File: src/rtl/seq_detect_ctrl.sv
// seq_detect_ctrl: parallel-to-serial feeder for a programmable bit-pattern
// detector. Words are accepted over valid/ready while IDLE. Each word is then
// shifted one bit per clock into a PAT_W-bit history. A registered match pulse
// drives a saturating counter and a sticky threshold interrupt.
//
// Optional build macro SEQ_DET_LSB_EN adds the cfg_lsb_first input, which
// selects LSB-first serialization per word. Without the macro the port is
// absent and words always go out MSB first.
module seq_detect_ctrl #(
  parameter int DATA_W = 8,
  parameter int PAT_W  = 3,
  parameter int CNT_W  = 8
) (
  input  logic              clk,
  input  logic              rst,
  input  logic              in_valid,
  input  logic [DATA_W-1:0] in_data,
  output logic              in_ready,
  input  logic [PAT_W-1:0]  cfg_pattern,
  input  logic              cfg_overlap,
  input  logic [CNT_W-1:0]  cfg_thresh,
  input  logic              flush,
  input  logic              irq_clr,
`ifdef SEQ_DET_LSB_EN
  input  logic              cfg_lsb_first,
`endif
  output logic              ser_bit,
  output logic              busy,
  output logic              match,
  output logic [CNT_W-1:0]  match_cnt,
  output logic              irq
);

  localparam int IDX_W  = (DATA_W > 1) ? $clog2(DATA_W) : 1;
  localparam int FILL_W = $clog2(PAT_W + 1);

  localparam logic [0:0] ST_IDLE  = 1'b0;
  localparam logic [0:0] ST_SHIFT = 1'b1;

  localparam logic [IDX_W-1:0]  IDX_LAST  = IDX_W'(DATA_W - 1);
  localparam logic [FILL_W-1:0] FILL_FULL = FILL_W'(PAT_W);
  localparam logic [CNT_W-1:0]  CNT_MAX   = '1;

  logic [0:0]        state_q, state_d;
  logic [DATA_W-1:0] data_q,  data_d;
  logic [IDX_W-1:0]  idx_q,   idx_d;
  logic [PAT_W-1:0]  pat_q,   pat_d;
  logic              ovl_q,   ovl_d;
  logic [PAT_W-1:0]  hist_q,  hist_d;
  logic [FILL_W-1:0] fill_q,  fill_d;
  logic              match_q, match_d;
  logic [CNT_W-1:0]  cnt_q,   cnt_d;
  logic              irq_q,   irq_d;

  logic              accept;
  logic              ser_raw;
  logic [PAT_W-1:0]  hist_shift;
  logic [FILL_W-1:0] fill_inc;
  logic [CNT_W-1:0]  cnt_inc;
  logic              hit;
  logic              cnt_step;

`ifdef SEQ_DET_LSB_EN
  logic lsb_q, lsb_d;

  // The serial tap follows the bit order captured with the word.
  assign ser_raw = lsb_q ? data_q[0] : data_q[DATA_W-1];
`else
  assign ser_raw = data_q[DATA_W-1];
`endif

  assign in_ready  = (state_q == ST_IDLE);
  assign busy      = (state_q == ST_SHIFT);
  assign ser_bit   = busy & ser_raw;
  assign accept    = in_valid & in_ready;
  assign match     = match_q;
  assign match_cnt = cnt_q;
  assign irq       = irq_q;

  // The history and fill level the current serial bit would produce. The fill
  // guard stops the all-zero reset history from matching a zero pattern.
  assign hist_shift = {hist_q[PAT_W-2:0], ser_bit};
  assign fill_inc   = (fill_q == FILL_FULL) ? fill_q : fill_q + FILL_W'(1);
  assign hit        = (hist_shift == pat_q) && (fill_inc == FILL_FULL);
  assign cnt_inc    = cnt_q + CNT_W'(1);

  // Compute the next state of the FSM, the serializer and the history.
  always_comb begin
    // NOTE: every variable gets a default first, so no path can leave a
    // value unassigned and infer a latch.
    state_d = state_q;
    data_d  = data_q;
    idx_d   = idx_q;
    pat_d   = pat_q;
    ovl_d   = ovl_q;
    hist_d  = hist_q;
    fill_d  = fill_q;
    match_d = 1'b0;
`ifdef SEQ_DET_LSB_EN
    lsb_d   = lsb_q;
`endif
    case (state_q)
      ST_IDLE: begin
        if (accept) begin
          data_d  = in_data;
          pat_d   = cfg_pattern;
          ovl_d   = cfg_overlap;
          idx_d   = '0;
          state_d = ST_SHIFT;
`ifdef SEQ_DET_LSB_EN
          lsb_d   = cfg_lsb_first;
`endif
        end
        // Flush is independent of accept and takes priority over the history.
        if (flush) begin
          hist_d = '0;
          fill_d = '0;
        end
      end
      ST_SHIFT: begin
`ifdef SEQ_DET_LSB_EN
        data_d = lsb_q ? {1'b0, data_q[DATA_W-1:1]} : {data_q[DATA_W-2:0], 1'b0};
`else
        data_d = {data_q[DATA_W-2:0], 1'b0};
`endif
        hist_d = hist_shift;
        fill_d = fill_inc;
        idx_d  = idx_q + IDX_W'(1);
        if (hit) begin
          match_d = 1'b1;
          // In non-overlap mode the matched bits are not reused.
          if (!ovl_q) begin
            hist_d = '0;
            fill_d = '0;
          end
        end
        if (idx_q == IDX_LAST) state_d = ST_IDLE;
      end
      default: state_d = ST_IDLE;
    endcase
  end

  // Update the saturating counter and the sticky interrupt. A set wins over a
  // simultaneous clear. A saturated counter no longer steps, so it cannot
  // re-trigger the interrupt.
  always_comb begin
    cnt_step = match_d && (cnt_q != CNT_MAX);
    cnt_d    = cnt_step ? cnt_inc : cnt_q;
    irq_d    = irq_clr ? 1'b0 : irq_q;
    if (cnt_step && (cfg_thresh != '0) && (cnt_inc == cfg_thresh)) irq_d = 1'b1;
  end

  // State registers, all cleared asynchronously by reset.
  always_ff @(posedge clk or negedge rst) begin
    // NOTE: sequential state uses non-blocking assignments, so every register
    // samples values from before the edge.
    if (!rst) begin
      state_q <= ST_IDLE;
      data_q  <= '0;
      idx_q   <= '0;
      pat_q   <= '0;
      ovl_q   <= 1'b0;
      hist_q  <= '0;
      fill_q  <= '0;
      match_q <= 1'b0;
      cnt_q   <= '0;
      irq_q   <= 1'b0;
    end else begin
      state_q <= state_d;
      data_q  <= data_d;
      idx_q   <= idx_d;
      pat_q   <= pat_d;
      ovl_q   <= ovl_d;
      hist_q  <= hist_d;
      fill_q  <= fill_d;
      match_q <= match_d;
      cnt_q   <= cnt_d;
      irq_q   <= irq_d;
    end
  end

`ifdef SEQ_DET_LSB_EN
  // Bit-order flag captured with each word.
  always_ff @(posedge clk or negedge rst) begin
    if (!rst) lsb_q <= 1'b0;
    else      lsb_q <= lsb_d;
  end
`endif

endmodule

File: config.mk
export PLATFORM = sky130hd
export DESIGN_NAME = seq_detect_ctrl
export DESIGN_NICKNAME = d
export VERILOG_FILES = /design/src/rtl/seq_detect_ctrl.sv
export SDC_FILE = /design/constraint.sdc
export NUM_CORES = 1
export LEC_CHECK = 0
export CAP_MARGIN = 20
export CORE_MARGIN = 4
export CORE_UTILIZATION = 53
export DETAILED_ROUTE_END_ITERATION = 10
export PLACE_DENSITY = 0.93
export SLEW_MARGIN = 20
export SYNTH_ARGS = -nofsm -noshare
export SYNTH_HDL_FRONTEND = slang
export SYNTH_SLANG_ARGS = --single-unit
File: constraint.sdc
create_clock -name clk -period 3 [get_ports clk]
set_input_delay 0.9 -clock clk [delete_from_list [all_inputs] [get_ports clk]]
set_output_delay 0.9 -clock clk [all_outputs]
set_load 0.1 [all_outputs]
* After elaboration in Yosys (flattened, before gate mapping)
Cells that the tools add are included.
** Operators by class
- $add $sub $neg :: 3
- Equality and inequality tests :: 8
- Muxes and demuxes :: 20
- Bitwise logic cells :: 3
- Reductions and logical operators :: 7
** Operators by type and width (count)
- $pmux 8 s2 :: 1
- $mux 2 :: 7
- $add 8x1->8 const B :: 1
- $eq 8x8->1 :: 1
- $mux 8 :: 1
- $ne 8x8->1 const B :: 1
- $pmux 2 s2 :: 2
- $reduce_bool 8->1 :: 1
- $mux 1 :: 6
- $pmux 3 s2 :: 1
- $eq 2x2->1 const B :: 2
- $logic_and 1x1->1 :: 4
- $ne 2x1->1 const B :: 2
- $add 3x1->3 const B :: 1
- $eq 3x3->1 :: 1
- $eq 3x3->1 const B :: 1
- $mux 3 :: 1
- $add 2x1->2 const B :: 1
- $and 1x1->1 :: 2
- $pmux 1 s2 :: 1
- $reduce_and 2->1 :: 1
- $reduce_bool 2->1 :: 1
- $not 1->1 :: 1
** Storage, ports and cells
- Register bits :: 30
- Output and inout bits :: 13
- Logic and storage cells :: 51

* Depth between registers and ports, before layout
Gate-level depths: netlist of run 1.
- Depth after elaboration :: 10
- Mapped depth :: 6
- Gate-level depth less buffers :: 6

* Worst setup path after synthesis of run 1
No wires, ideal clock.
- Path kind :: reg2out
- Start point :: register state_q (netlist: busy)
- End point :: output port ser_bit
- Data arrival time :: 1.989 ns
- Path slack :: 0.111 ns
- Cell stages (with the launch flop) :: 3
- Cell sequence :: dfrtp_1 -> clkbuf_1 -> and2_1
** Between the ends
- Word-level cells in the longest chain between the ends :: 1
** RTL lines
- from (decl) :: RTL line 44 : logic [0:0] state_q, state_d;
- from (signal assigned) :: RTL line 169 : state_q <= state_d;
- $and 1x1->1 :: RTL line 74 : assign ser_bit = busy & ser_raw;
- to (decl) :: RTL line 27 : output logic ser_bit,
No other way between the ends.

* Worst setup path in the final report of run 1
Ends and elaborated chain as after synthesis.

==> summary.md, run 1 <==
| Metric | Value |
|---|---|
| Detail Placement HPWL | 2.68 mm |
| Share of cells above drive strength 1 | 15.7% |
| Startpoint types | flop |
| Final hold viol count | 0 |
| Wire per inst | 15.7 um |
| Most numerous cell in the Yosys netlist | dfrtp_1 |
| Top delay family on crit path | flip-flops |
| First-pass GRT wire length | 6.18 mm |
| Worst slew margin | 52.0% |
| Worst Path Required | 2.10 ns |
| Post-CTS Hold Buffers | 0 |
| Final ANT Viol Nets | 0 |
| Worst VDD drop | 0.791 mV |
| Number of core rows | 19 |
| Dpl ws | 0.147 ns |
| CP max stage delay | 0.82 ns |
| Final Slew Violations | 0 |
| Synthesized flop and latch total | 30 |
| Hold/Removal Path Class | reg2reg |
| Die H | 62.9 um |
| Vias per cell | 5.98 |
| Drt drc | 0 |
| Post-CTS resize count | 0 |
| Leak | 0.930 nW |
| Final min period | 2.54 ns |
| Filler cell count | 226 |
| Crit path buf inv count | 1 |
| Net Count, Synth | 186 |
| Core Box Area | 2830 um^2 |
| Largest net degree at the start of global routing | 31 |
| Nets | 225 |
| Final Power | 1.89 mW |
| First-pass DRT Iterations | 4 |
| Clock Tree Root | clkbuf_4 |
| Clock Skew | 0.0110 ns |
| Crit Path Category | reg2out |
| Asr flop ratio synth | 100% |
| Layout area overhead | 27.2% |
| Pwr Density | 933 nW/um^2 |
| Post-synth top area cell | dfrtp_1 |
| CTS tree | built |
| Post-Layout Cell Count | 229 |
| Post-synth top flop | dfrtp_1 |
| Clock sinks | 30 |
| Cells after Synth | 158 |
| DIE AREA | 3950 um^2 |
| Mapped Area | 1600 um^2 |
| Final setup viols | 0 |
| Ant diodes | 0 |
| Crit. End Element | primary output |
| Total Wirelength | 3.59 mm |
| Clock slew at reported path FFs | 0.10 ns |
| Synth warn | 0 |
| Tot GR Track Use | 19.8% |
| Remaining global-route overflow | 0 |
| Die Wd | 62.9 um |
| Period utilization | 84.7% |
| CTS buffer count | 5 |
| Setup tns final | 0 ns |
| Placed insts | 221 |
| Worst Reg-to-Reg Cells | 5 |
| Arr. time, crit path | 1.64 ns |
| Post-Syn Area per Cell | 10.1 um^2 |
| Critical path depth | 2 |
| Outcome | finished, final reports clean |
| Final WS setup | 0.459 ns |
| Post-synth top area share | 47.0% |
| I/O pin count | 38 |
| Setup Buffers After CTS | 0 |
| Sequential cell area fraction in the yosys report | 47.0% |
| Via count | 1370 |
| Worst-path cell chain | and2_1 > buf_12 |
| Synth cell count leaders | 30 x dfrtp_1, 15 x nand2_1, 13 x o21ai_0 |
| Starting Density | 56.4% |
| RSZ-0062 raised after global routing | false |
| Gpl congestion | 0.836 |
| Slowest CP cell | dfrtp_1 |
| DRT iter0 DRCs | 76 |
| Skew-Pair Late Insertion Delay | 0.34 ns |
| Hold path depth | 2 |
| Crit-path max FO | 27 |
| Synth area leaders | dfrtp_1 47%, mux2i_1 5.0%, xor2_1 4.9% |
| Port Buffers | 37 |
| Max-cap check violation count | 0 |
| Achievable clock frequency | 0.394 GHz |
| Vias in the first global route | 1349 |
| EDFF count, synth | 0 |
| Count of cell types in the netlist | 40 |
| CTS H-tree lvls | 2 |
| Clk buf depth | 2 |
| Slew of the pin with the lowest slew margin | 0.721 ns |
| Initial antenna violation count | 0 |
[flip-flops by register name, indices dropped and copies added (netlist names)]
name	cells
busy	1
data_q	8
fill_q	2
hist_q	2
idx_q	3
irq	1
match	1
match_cnt	8
ovl_q	1
pat_q	3
[per-layer routing]
| layer | GRT usage (%) | vias to the layer above | wire length, um |
|---|---|---|---|
| met5 | 0 | - | 0 |
| li1 | - | 643 | - |
| met4 | 9.37 | 0 | 69 |
| met1 | 23.4 | 676 | 1530 |
| met2 | 32.9 | 43 | 1800 |
| met3 | 5.40 | 8 | 188 |
[cells in the final DEF, fill, tap and decap left out, drive strengths merged, types with 2 or more instances in the layout]
| cell | instances |
|---|---|
| or3 | 3 |
| nor3 | 2 |
| mux2 | 5 |
| nor2 | 11 |
| clkdlybuf4s50 | 24 |
| xor2 | 9 |
| dfrtp | 30 |
| mux2i | 8 |
| ha | 3 |
| a22o | 4 |
| xnor2 | 5 |
| nand2 | 15 |
| clkbuf | 7 |
| o31ai | 3 |
| o211ai | 2 |
| inv | 4 |
| a21oi | 4 |
| nand3 | 7 |
| o21ai | 14 |
| buf | 15 |
| and2 | 2 |
| nand4 | 2 |
| nor2b | 3 |
[cells by family (layout without fill, tap and decap cells)]
logic type               Yosys count  after routing  share of synthesized area [%]
buffers and inverters             11             51                           2.82
AND/OR/NAND/NOR                   53             53                           17.4
AO/OA/AOI/OAI                     34             34                           14.2
multiplexers                      13             13                           8.54
adder cells (fa/ha/maj)            3              3                           2.35
XOR/XNOR                          14             14                           7.68
flip-flops                        30             30                           47.0
[through the flow]
stage          hold slack (ns)  utilization (%)  instance area (um^2)
3_5_place_dp             0.477             69.7                  1970
4_1_cts                  0.497             71.8                  2030
3_3_place_gp             0.467             69.7                  1970
6_report                 0.492             71.8                  2030
2_1_floorplan            0.449                -                  1600
5_1_grt                  0.532             71.8                  2030
[worst paths after layout]
| path | startpoint | end | slack, ns |
|---|---|---|---|
| max | busy | ser_bit | 0.46 |
| min | data_q[3] | data_q[4] | 0.49 |
| max reg2reg | busy | irq | 0.68 |
| min reg2reg | data_q[3] | data_q[4] | 0.49 |
| max in group asynchronous | rst | irq | 1.77 |
| min in group asynchronous | rst | data_q[0] | 0.94 |
[worst reg2reg max path, delay by kind of cell (launching register included)]
family             cells  cell delay (ns)
and+or+nand+nor        3             0.96
DFF                    1             0.82
AOI/OAI and AO/OA      2             0.46
[where the power goes]
part	switching (mW)	leakage (nW)	total (mW)	internal (mW)
Sequential	0.158	0.381	0.709	0.551
Combinational	0.597	0.513	0.932	0.335
Clock	0.140	0.0353	0.254	0.113
[area by class of cell]
class / count / area [um^2] / share of cell area (%)
timing repair buffer: 39 / 365 / 18.0
multi-input combinational: 117 / 801 / 39.4
inverter: 4 / 15.0 / 0.739
clock buffer: 7 / 55.1 / 2.71
sequential: 30 / 751 / 37.0
tap: 31 / 38.8 / 1.91
clock inverter: 1 / 5.00 / 0.246
Power figures use the tool's default switching activity.
==> run 2: changes to the inputs <==
--- a/config.mk
+++ b/config.mk
@@ -7,9 +7,9 @@
 export LEC_CHECK = 0
 export CAP_MARGIN = 20
 export CORE_MARGIN = 4
-export CORE_UTILIZATION = 53
+export CORE_UTILIZATION = 49
 export DETAILED_ROUTE_END_ITERATION = 10
-export PLACE_DENSITY = 0.93
+export PLACE_DENSITY = 0.88
 export SLEW_MARGIN = 20
 export SYNTH_ARGS = -nofsm -noshare
 export SYNTH_HDL_FRONTEND = slang
==> constraint.sdc (replaced) <==
create_clock -name clk -period 2.6 [get_ports clk]
set_input_delay 0.78 -clock clk [delete_from_list [all_inputs] [get_ports clk]]
set_output_delay 0.78 -clock clk [all_outputs]
set_load 0.1 [all_outputs]
==> run 2 against run 1 <==
Against the previous run: via count up 0.29%; non-clock buffer count rose by 2; clock-buffer cell count unchanged; clock power is 15% higher; critical path depth rose by 3; routed wire length rose by 1.3%; worst setup slack got worse by 0.12 ns; clock skew up 0.0064 ns; final cell count grew 6.6%; flip-flop and latch count did not move; critical path type is now in2reg; critical endpoint is now irq.
==> summary.md, run 2 (synthesized netlist as in run 1, its figures left out) <==
| Metric | Value |
|---|---|
| Final Slew Violations | 0 (unchanged) |
| R2R Path Start | match_cnt[5] |
| Slowest CP cell | or4_1 |
| Crit-path max FO | 2 (-93%) |
| Commonest non-fill, non-tap cell in the layout | dfrtp_1 |
| Wire per inst | 14.9 um (-4.9%) |
| Vias per cell | 5.63 (-5.9%) |
| Detail Placement HPWL | 2.72 mm (+1.5%) |
| CP max stage delay | 0.53 ns (-0.29 ns) |
| First-pass DRT Iterations | 4 (unchanged) |
| Clock slew at reported path FFs | 0.10 ns (about the same) |
| Largest net degree at the start of global routing | 31 (unchanged) |
| Top delay family on crit path | simple AND/OR/NAND/NOR gates |
| Setup Buffers After CTS | 0 (unchanged) |
| Hold Slack | 0.508 ns (+0.0157 ns) |
| Post-CTS Hold Buffers | 0 (unchanged) |
| Pwr Density | 1070 nW/um^2 (+14%) |
| CTS H-tree lvls | 2 (unchanged) |
| Flop2flop setup slack | 0.53 ns (-0.15 ns) |
| Worst-path cell chain | clkdlybuf4s50_1 > or3_1 > and3_1 > or4_1 > o32ai_2 |
| Fin util | 67.6% (-4.2 points) |
| Via count | 1374 (+0.29%) |
| Ant diodes | 0 (unchanged) |
| DIE AREA | 4240 um^2 (+7.1%) |
| Drt drc | 0 (unchanged) |
| Final Power | 2.22 mW (+17%) |
| Final hold viol count | 0 (unchanged) |
| Gpl congestion | 0.910 (+8.9%) |
| Layout area overhead | 30.3% |
| Final WS setup | 0.343 ns (-0.116 ns) |
| Leading cell types in the layout, fill and taps excluded | 27 x dfrtp_1, 24 x clkdlybuf4s50_1, 15 x nand2_1, 15 x buf_4, 13 x o21ai_0 |
| Number of core rows | 20 (+1) |
| Port Buffers | 37 (unchanged) |
| Final setup viols | 0 (unchanged) |
| Die H | 65.1 um (+3.5%) |
| Initial antenna violation count | 0 (unchanged) |
| DRT iter0 DRCs | 88 (+16%) |
| Worst Reg-to-Reg Cells | 5 (unchanged) |
| Startpoint types | input pin |
| Hold/Removal Path Class | reg2reg |
| Die Wd | 65.1 um (+3.5%) |
| Leak | 0.940 nW (+1.0%) |
| CTS tree | built |
| Crit Path Category | in2reg |
| Skew-Pair Late Insertion Delay | 0.33 ns (about the same) |
| Post-CTS resize count | 0 (unchanged) |
| Clock Skew | 0.0174 ns (+0.00637 ns) |
| Starting Density | 51.9% (-4.6 points) |
| Core Box Area | 3080 um^2 (+8.8%) |
| Crit path buf inv count | 1 (unchanged) |
| Clk buf depth | 2 (unchanged) |
| RSZ-0062 raised after global routing | false |
| Max-cap check violation count | 0 (unchanged) |
| Tot GR Track Use | 19.9% (+0.10 points) |
| Clock Tree Root | clkbuf_4 |
| Worst Path Required | 2.83 ns (+0.73 ns) |
| Total Wirelength | 3.63 mm (+1.3%) |
| Dpl ws | 0.00789 ns (-0.139 ns) |
| Hold Crit Endpoint | data_q[6] |
| Final min period | 2.26 ns |
| RR Endpoint | irq |
| Vias in the first global route | 1422 (+5.4%) |
| Worst VDD drop | 0.901 mV (+14%) |
| Period utilization | 86.8% |
| Setup tns final | 0 ns (unchanged) |
| Remaining global-route overflow | 0 (unchanged) |
| I/O pin count | 38 (unchanged) |
| CTS buffer count | 5 (unchanged) |
| Share of cells above drive strength 1 | 18.5% (+2.8 points) |
| Worst slew margin | 57.7% (+5.7 points) |
| Slew of the pin with the lowest slew margin | 0.631 ns (-0.0898 ns) |
| First-pass GRT wire length | 6.46 mm (+4.5%) |
| Clock sinks | 30 (unchanged) |
| Arr. time, crit path | 2.49 ns (+0.85 ns) |
| Achievable clock frequency | 0.443 GHz |
| Outcome | finished, final reports clean |
| Hold path start | data_q[5] |
| Final ANT Viol Nets | 0 (unchanged) |
| Crit. End Element | flop |
| Hold path depth | 2 (unchanged) |
| Nets | 227 (+0.89%) |
run 2: cell count changes in the layout (fill, tap and decap cells not counted):
| cell | before | now |
|---|---|---|
| dfrtp_2 | 0 | 3 |
| buf_12 | 1 | 2 |
| and2_1 | 2 | 1 |
| and2_2 | 0 | 1 |
| dfrtp_1 | 30 | 27 |
| buf_4 | 14 | 15 |
run 2: worst min-delay path, cell delays in order, from the launching register on:
cell and delay [ns]:
dfrtp_1 0.37, nand2_1 0.05, o21ai_0 0.06
run 2: cell type report:
cell class / count / area, um^2
Inverter: 4 / 15.0
Multi-Input combinational cell: 117 / 802
Timing Repair Buffer: 41 / 393
Clock inverter: 1 / 5.00
Tap cell: 44 / 55.1
Fill cell: 257 / 998
Sequential cell: 30 / 754
Clock buffer: 7 / 55.1
run 2: metal layers:
metal	up-vias	global-route usage, %	part of all wire [%]
li1	651	-	-
met2	59	35.1	51
met3	9	6.07	7.0
met4	0	8.81	1.8
met5	-	0	0
met1	655	21.8	40
run 2: stage by stage:
step	area [um^2]	std cells
after global routing	2080	244
after floorplan	1600	158
after global placement	2020	236
final	2080	244
after detailed placement	2020	236
after CTS	2080	244
run 2: how the worst max path moves through the flow:
stage	startpoint	endpoint	slack, ns	depth (start not counted)
floorplan	match_cnt[5]	irq	0.02	5
global placement	cfg_thresh[3]	irq	0.03	5
detailed placement	cfg_thresh[3]	irq	0.008	5
CTS	cfg_thresh[3]	irq	0.35	5
global route	cfg_thresh[3]	irq	0.28	5
finish	cfg_thresh[3]	irq	0.34	5
run 2: power by group:
group | internal, mW | switching (mW) | total [mW]
registers | 0.638 | 0.148 | 0.786
logic | 0.414 | 0.727 | 1.14
clock network | 0.131 | 0.160 | 0.291
total | 1.18 | 1.03 | 2.22
==> run 3: changes to the inputs <==
--- a/config.mk
+++ b/config.mk
@@ -10,7 +10,7 @@
 export CORE_UTILIZATION = 49
 export DETAILED_ROUTE_END_ITERATION = 10
 export PLACE_DENSITY = 0.88
-export SLEW_MARGIN = 20
+export SLEW_MARGIN = 30
 export SYNTH_ARGS = -nofsm -noshare
 export SYNTH_HDL_FRONTEND = slang
 export SYNTH_SLANG_ARGS = --single-unit
==> results of run 3 <==
Same layout as run 2: the final DEF is identical, and so are final timing and power.
